**config.mk**
```make
export PLATFORM = sky130hd
export DESIGN_NAME = video_out_stage
export DESIGN_NICKNAME = d
export VERILOG_FILES = /design/src/rtl/video_out_pkg.sv /design/src/rtl/vid_delay_line.sv /design/src/rtl/video_out_stage.sv
export SDC_FILE = /design/constraint.sdc
export NUM_CORES = 1
export LEC_CHECK = 0
export BUFFER_PORTS_ARGS = -buffer_cell sky130_fd_sc_hd__clkbuf_2
export CAP_MARGIN = 15
export CELL_PAD_IN_SITES_DETAIL_PLACEMENT = 1
export CELL_PAD_IN_SITES_GLOBAL_PLACEMENT = 2
export CORE_UTILIZATION = 40
export CTS_CLUSTER_SIZE = 25
export DETAILED_ROUTE_END_ITERATION = 10
export GPL_ROUTABILITY_DRIVEN = 0
export GPL_TIMING_DRIVEN = 0
export PLACE_DENSITY_LB_ADDON = 0.08
export REMOVE_ABC_BUFFERS = 1
export SLEW_MARGIN = 5
export SYNTH_ARGS = -nofsm -noshare
export SYNTH_HDL_FRONTEND = slang
export SYNTH_SLANG_ARGS = --single-unit
export TNS_END_PERCENT = 10
```
**constraint.sdc**
```tcl
create_clock -name clk -period 8.7 [get_ports clk]
set_clock_uncertainty 0.15 [all_clocks]
set_input_delay 0.87 -clock clk [delete_from_list [all_inputs] [get_ports clk]]
set_output_delay 0.87 -clock clk [all_outputs]
set_load 0.005 [all_outputs]
```
**src/rtl/video_out_pkg.sv**
```systemverilog
// Shared colour-mode encoding and constants for the video output stage.
package video_out_pkg;

  typedef enum logic [2:0] {
    MODE_WHITE = 3'd0,
    MODE_RED   = 3'd1,
    MODE_GREEN = 3'd2,
    MODE_BLUE  = 3'd3,
    MODE_TINT  = 3'd4
  } col_mode_e;

  localparam int         MODE_COUNT = 5;
  localparam int         TINT_SHIFT = 8;
  localparam logic [7:0] TINT_RESET = 8'hFF;

endpackage

```
**src/rtl/vid_delay_line.sv**
```systemverilog
// Enable-qualified shift register that keeps colour and timing bits aligned.
module vid_delay_line #(
  parameter int WIDTH = 8,
  parameter int PIPE  = 2
) (
  input  logic             clk,
  input  logic             rst_n,
  input  logic             en,
  input  logic [WIDTH-1:0] data,
  output logic [WIDTH-1:0] delayed
);

  logic [WIDTH-1:0] data_p [PIPE];

  always_ff @(posedge clk or negedge rst_n) begin
    if (!rst_n) begin
      for (int i = 0; i < PIPE; i++) data_p[i] <= '0;
    end else if (en) begin
      data_p[0] <= data;
      for (int i = 1; i < PIPE; i++) data_p[i] <= data_p[i-1];
    end
  end

  assign delayed = data_p[PIPE-1];

endmodule

```
**src/rtl/video_out_stage.sv**
```systemverilog
// Mono-to-colour video output stage: frame-latched colour mode, aligned
// pixel/timing pipeline on ce_pix, frame counter and breathing LED.
module video_out_stage
  import video_out_pkg::*;
#(
  parameter int IN_W  = 8,
  parameter int OUT_W = 8,
  parameter int PIPE  = 2,
  parameter int LED_W = 27
) (
  input  logic             clk,
  input  logic             reset_n,
  input  logic             ce_pix,
  input  logic [IN_W-1:0]  video,
  input  logic             hblank,
  input  logic             vblank,
  input  logic             hsync,
  input  logic             vsync,
  input  logic [2:0]       col_mode,
  input  logic [7:0]       tint_r,
  input  logic [7:0]       tint_g,
  input  logic [7:0]       tint_b,
  output logic [OUT_W-1:0] vga_r,
  output logic [OUT_W-1:0] vga_g,
  output logic [OUT_W-1:0] vga_b,
  output logic             vga_de,
  output logic             vga_hs,
  output logic             vga_vs,
  output logic             ce_out,
  output logic [15:0]      frame_cnt,
  output logic             led
);

  localparam int BUS_W = 3 + 3 * OUT_W;

  // MSB-first replication; degenerates to LSB truncation when OUT_W <= IN_W.
  function automatic logic [OUT_W-1:0] widen(input logic [IN_W-1:0] pix);
    logic [OUT_W-1:0] res;
    res = '0;
    for (int i = 0; i < OUT_W; i++) res[OUT_W-1-i] = pix[IN_W-1-(i % IN_W)];
    return res;
  endfunction

  function automatic logic [IN_W-1:0] apply_tint(input logic [IN_W-1:0] pix,
                                                 input logic [7:0]      gain);
    return IN_W'(({8'b0, pix} * {{IN_W{1'b0}}, gain}) >> TINT_SHIFT);
  endfunction

  col_mode_e  cfg_mode;
  logic [7:0] cfg_r, cfg_g, cfg_b;
  logic       vs_prev;
  logic       vs_rise;

  assign vs_rise = ce_pix & vsync & ~vs_prev;

  always_ff @(posedge clk or negedge reset_n) begin
    if (!reset_n) begin
      cfg_mode  <= MODE_WHITE;
      cfg_r     <= TINT_RESET;
      cfg_g     <= TINT_RESET;
      cfg_b     <= TINT_RESET;
      vs_prev   <= 1'b0;
      frame_cnt <= '0;
    end else begin
      if (ce_pix) vs_prev <= vsync;
      if (vs_rise) begin
        cfg_mode  <= (col_mode < 3'(MODE_COUNT)) ? col_mode_e'(col_mode) : MODE_WHITE;
        cfg_r     <= tint_r;
        cfg_g     <= tint_g;
        cfg_b     <= tint_b;
        frame_cnt <= frame_cnt + 16'd1;
      end
    end
  end

  // Stage p0: colour mapping and blanking mask at pipeline input
  logic [OUT_W-1:0] pix_w, r_p0, g_p0, b_p0;
  logic             de_p0;

  always_comb begin
    de_p0 = ~(hblank | vblank);
    pix_w = widen(video);
    r_p0  = '0;
    g_p0  = '0;
    b_p0  = '0;
    case (cfg_mode)
      MODE_RED:   r_p0 = pix_w;
      MODE_GREEN: g_p0 = pix_w;
      MODE_BLUE:  b_p0 = pix_w;
      MODE_TINT: begin
        r_p0 = widen(apply_tint(video, cfg_r));
        g_p0 = widen(apply_tint(video, cfg_g));
        b_p0 = widen(apply_tint(video, cfg_b));
      end
      default: begin
        r_p0 = pix_w;
        g_p0 = pix_w;
        b_p0 = pix_w;
      end
    endcase
    if (!de_p0) begin
      r_p0 = '0;
      g_p0 = '0;
      b_p0 = '0;
    end
  end

  // Stages p1..pPIPE: aligned delay to the outputs
  logic [BUS_W-1:0] bus_p0, bus_out;

  assign bus_p0 = {de_p0, hsync, vsync, r_p0, g_p0, b_p0};

  vid_delay_line #(
    .WIDTH (BUS_W),
    .PIPE  (PIPE)
  ) u_delay (
    .clk     (clk),
    .rst_n   (reset_n),
    .en      (ce_pix),
    .data    (bus_p0),
    .delayed (bus_out)
  );

  assign {vga_de, vga_hs, vga_vs, vga_r, vga_g, vga_b} = bus_out;

  logic [LED_W-1:0] led_cnt;

  always_ff @(posedge clk or negedge reset_n) begin
    if (!reset_n) begin
      ce_out  <= 1'b0;
      led_cnt <= '0;
      led     <= 1'b0;
    end else begin
      ce_out  <= ce_pix;
      led_cnt <= led_cnt + LED_W'(1);
      led     <= led_cnt[LED_W-1] ? (led_cnt[LED_W-2 -: 8] >  led_cnt[7:0])
                                  : (led_cnt[LED_W-2 -: 8] <= led_cnt[7:0]);
    end
  end

endmodule

```
; Word-level counts from Yosys, hierarchy flattened
; Index checks and enable logic that the tools add are counted.
[op_classes]
bitwise = 5
n_addsub = 2
n_lt_le_gt_ge = 3
n_eq_ne = 4
n_mul = 3
muxes = 8
reduce_logical = 3
[ops]
columns = cell, count
row1 = multiplier 8 x 8 -> 16 bit, 3
row2 = one-hot mux 8 bit (2 select lines), 3
row3 = adder 27 x 1 -> 27 bit (second input constant), 1
row4 = 2-to-1 mux 8 bit, 3
row5 = adder 16 x 1 -> 16 bit (second input constant), 1
row6 = greater-than comparator 8 bit, 1
row7 = less-or-equal comparator 8 bit, 1
row8 = == test 3 x 2 -> 1 bit (second input constant), 2
row9 = OR reduction 2 bit, 3
row10 = == test 3 x 1 -> 1 bit (second input constant), 1
row11 = == test 3 bit (second input constant), 1
row12 = less-than comparator 3 bit (second input constant), 1
row13 = 2-to-1 mux 3 bit, 1
row14 = bitwise AND 1 bit, 2
row15 = NOT 1 bit, 2
row16 = 2-to-1 mux 1 bit, 1
row17 = OR 1 bit, 1
[word_totals]
out_inout_bits = 45
word_cells = 39
input_bits = 42
ff_bits = 127

; Depth between registers and ports, before layout
[depth]
depth_word = 4
mapped_depth = 18

; By module
; From an unflattened synthesis, not the netlist that was laid out.
[hier_totals]
cells_unflattened = 1188
area_unflattened_um2 = 11837.6
[modules_own_cells]
columns = mod, n_inst, cells_each, area_per_inst_um2
row1 = video_out_stage, 1, 1047, 9376.5
row2 = vid_delay_line, 1, 141, 2461.1

; Worst setup path after synthesis
; No wires, ideal clock.
[synth_path]
path_type = input port to flip-flop
from = in video[5]
to = reg u_delay.data_p[34] (netlist bit)
path_stages = 16
path_buffers = 2
arrival_ns = 5.000
setup_slack_ns = 3.481
setup_ns = 0.069
cell_sequence = clkbuf_1 > clkbuf_1 > and2_1 > fa_1 > fa_1 > fa_1 > inv_1 > fa_1 > inv_1 > ha_1 > a21o_1 > a211o_1 > and2_0 > a31o_1 > or4b_1 > nand3_1
[synth_between]
elab_chain_len = 3
[synth_rtl]
columns = element, line_no
row1 = from (decl), video_out_stage.sv:14  ; input logic [IN_W-1:0] video,
row2 = multiplier 8 x 8 -> 16 bit, video_out_stage.sv:46  ; return IN_W'(({8'b0, pix} * {{IN_W{1'b0}}, gain}) >> TINT_SHIFT);
row3 = one-hot mux 8 bit (2 select lines), video_out_stage.sv:86  ; case (cfg_mode)
row4 = 2-to-1 mux 8 bit, video_out_stage.sv:101  ; if (!de_p0) begin
row5 = to (decl), vid_delay_line.sv:13  ; logic [WIDTH-1:0] data_p [PIPE];
; Every way passes these cells.
; A chain may end at the register's enable or synchronous reset.

; Worst setup path in the final report
[layout_path]
from = in video[1]
to = reg u_delay.data_p[34] (netlist bit)
; Same word-level chain as after synthesis.

==> flow_summary.ini <==
[yosys]
syn-cell-area_sq_mm = 0.01123
yosysUniqueCellTypes = 59
yosysTopAreaCell = dfrtp_1
synth_ff_type = dfrtp_1
synth_cells = 1145
ys_warn_count = 0
synth_edf_count = 0
synth_area_leaders = dfrtp_1 23%, fa_1 19%, ha_1 12%, and2_1 7.9%, dfstp_2 5.6%
ys_ff_latch = 126
synthDominantCellAreaShare_pct = 22.73
synth-async-reset-ratio_pct = 100.0
synth_area_per_cell_sq_um = 9.805
yosysSeqAreaShare_pct = 28.35

[clock_tree]
cts_buffers = 17
clk_path_buf_depth = 2
clock-sinks = 126
path_clk_slew_ps = 70
cts_hold_buffers = 0
clock_latency_ps = 430
htree_levels = 4
postCtsSetupBuffers = 0
cts_tree = yes
cts_root_buffer = clkbuf_16
post_cts_resized = 0

[hold_path]
hold_class = in2async

[global_route]
grt_pass1_vias = 8809
grtUsageTotal_pct = 20.73
grt_max_degree = 101
grt_pass1_wl_um = 46380
overflow = 0
antenna_found_initial = 0

[timing]
setup_viol = 0
hold_violations = 0
fin_tns_setup_ps = 0
period_share_pct = 61.98
rsz0062_at_grt = false
final.min_clock_period_ps = 5392
slew_violations = 0
max_freq_ghz = 0.1855
worst_slew_pin_slew_ps = 1053
slew_headroom_pct = 29.25

[setup_path]
cp_max_fo = 27
slowest_stage = clkbuf_2
crit_required_ps = 8910
cp_top_family = adder cells
startpoint_type = input pin
path_buf_inv = 2
cp_common_cell = fa_1
critical_path_arrival_ps = 5600
path_cells = clkbuf_2, nand2_1, fa_1, fa_1, inv_1, fa_1, fa_1, ha_1, a21o_1, a21oi_1, o21ai_1, a31o_1, or4b_1, nand3_1
endpoint_kind = flop
slowest_delay_ps = 590
crit_type = in2reg

[drt]
ant_nets = 0
post-route-drc-count = 0
vias_per_cell = 5.035
num_vias = 7915
drtPass1Iterations = 4
wl_um = 26960
drt_iter0_drc = 302
wl_per_cell_um = 17.15

[flow_run]
cap_violations = 0

[place]
io_buffers = 86
dp.cells = 1540
place_hpwl_um = 19330

[cells_and_area]
utilization_pct = 45.77
final_cells = 1572
antenna_cells = 0
nets = 1443
drive_gt1_share_pct = 15.58
fill_cells = 3119
area_growth_pct = 11.09

[floorplanning]
core_area_sq_mm = 0.02725
die_w_um = 169.5
ios = 87
die_area_sq_mm = 0.02874
core.rowCount = 60
die_h_um = 169.5
start_util_pct = 41.20

[status]
status = finished clean

[power_and_ir_drop]
leakage_nw = 6.463
ir_drop_mv = 0.1348
powerDensity_mw_per_mm2 = 250.1
p_total_w = 0.003120
==> flip-flops by register name, indices dropped and copies added, names as in the netlist <==
name,count
u_delay.delayed,27
ce_out,1
frame_cnt,16
cfg_mode,3
cfg_b,8
led_cnt,27
cfg_g,8
u_delay.data_p,27
led,1
cfg_r,8
==> routing by layer <==
metal | GRT usage (%) | share of wire (%)
met1 | 27.83 | 49
met2 | 35.55 | 48
met3 | 2.775 | 2.1
met4 | 4.583 | 0.96
met5 | 0 | 0
==> layout make-up <==
cell class,instances,area [sq um],area share (%)
multi-input cells,812,7169,57.48
flip-flops and latches,126,3183,25.52
inverters,141,529.3,4.244
repair buffers,89,509.2,4.083
well taps,372,465.4,3.732
clock buffers,17,425.4,3.411
clock inverters,15,190.2,1.525
==> path summary, 6_finish.rpt <==
| path | from | endpoint | slack (ps) | depth (start not counted) |
|---|---|---|---|---|
| min | reset_n | frame_cnt[3] | 170 | 1 |
| min reg2reg | led_cnt[12] | led_cnt[12] | 320 | 1 |
| max reg2reg | cfg_b[7] | u_delay.data_p[34] | 3770 | 13 |
| max in group asynchronous | reset_n | cfg_r[3] | 7440 | 2 |
| max | video[1] | u_delay.data_p[34] | 3310 | 14 |
| min in group clk | led_cnt[12] | led_cnt[12] | 320 | 1 |
==> placed cells by master (no fill, tap or decap), types with 23 or more instances in the layout <==
| master | n |
|---|---|
| and2_1 | 141 |
| clkbuf_2 | 85 |
| dfrtp_1 | 102 |
| dfstp_2 | 24 |
| fa_1 | 105 |
| ha_1 | 109 |
| inv_1 | 141 |
| mux2_2 | 30 |
| nand2_1 | 148 |
| nor2_1 | 27 |
| o21ai_0 | 23 |
| xnor2_1 | 38 |
| xor2_1 | 25 |
==> cells in the mapped netlist, types with 5 or more instances <==
master and count:
buf_1 5, ha_1 109, fa_1 105, nor3_1 5, a22oi_1 12, mux2_2 30
and3_1 16, nand3_1 20, nor2b_1 5, buf_4 25, nor2_1 27, a221o_1 8
dfstp_2 24, and2_1 141, o21ai_0 23, nand2_1 148, clkbuf_1 33, a21o_1 8
dfrtp_1 102, xor2_1 25, a21oi_1 20, and2_2 6, xnor2_1 38, nand4_1 12
inv_1 141
==> power by group <==
part	switching (W)	total (W)	leakage [nW]	internal (W)
logic	0.000929	0.00161	4.54	0.000680
registers	0.0000892	0.000753	1.62	0.000664
clock network	0.000342	0.000758	0.302	0.000416
==> stage by stage <==
stage / instance area (sq um) / hold WS (ps) / setup slack, ps
6_report: 12470 / 169.6 / 3308
5_1_grt: 12470 / 174.0 / 3100
4_1_cts: 12470 / 162.5 / 3322
3_5_place_dp: 11860 / 310.9 / 2886
3_3_place_gp: 11780 / 302.8 / 2913
2_1_floorplan: 10880 / 284.8 / 3784
==> kinds of logic after synthesis <==
logic type	share of synthesized area (%)
simple gates	18.36
mux	3.098
buf+inv	7.790
flops	28.35
compound gates	6.620
fa+ha+maj	30.87
xor+xnor	4.915
Power figures use the tool's default switching activity.
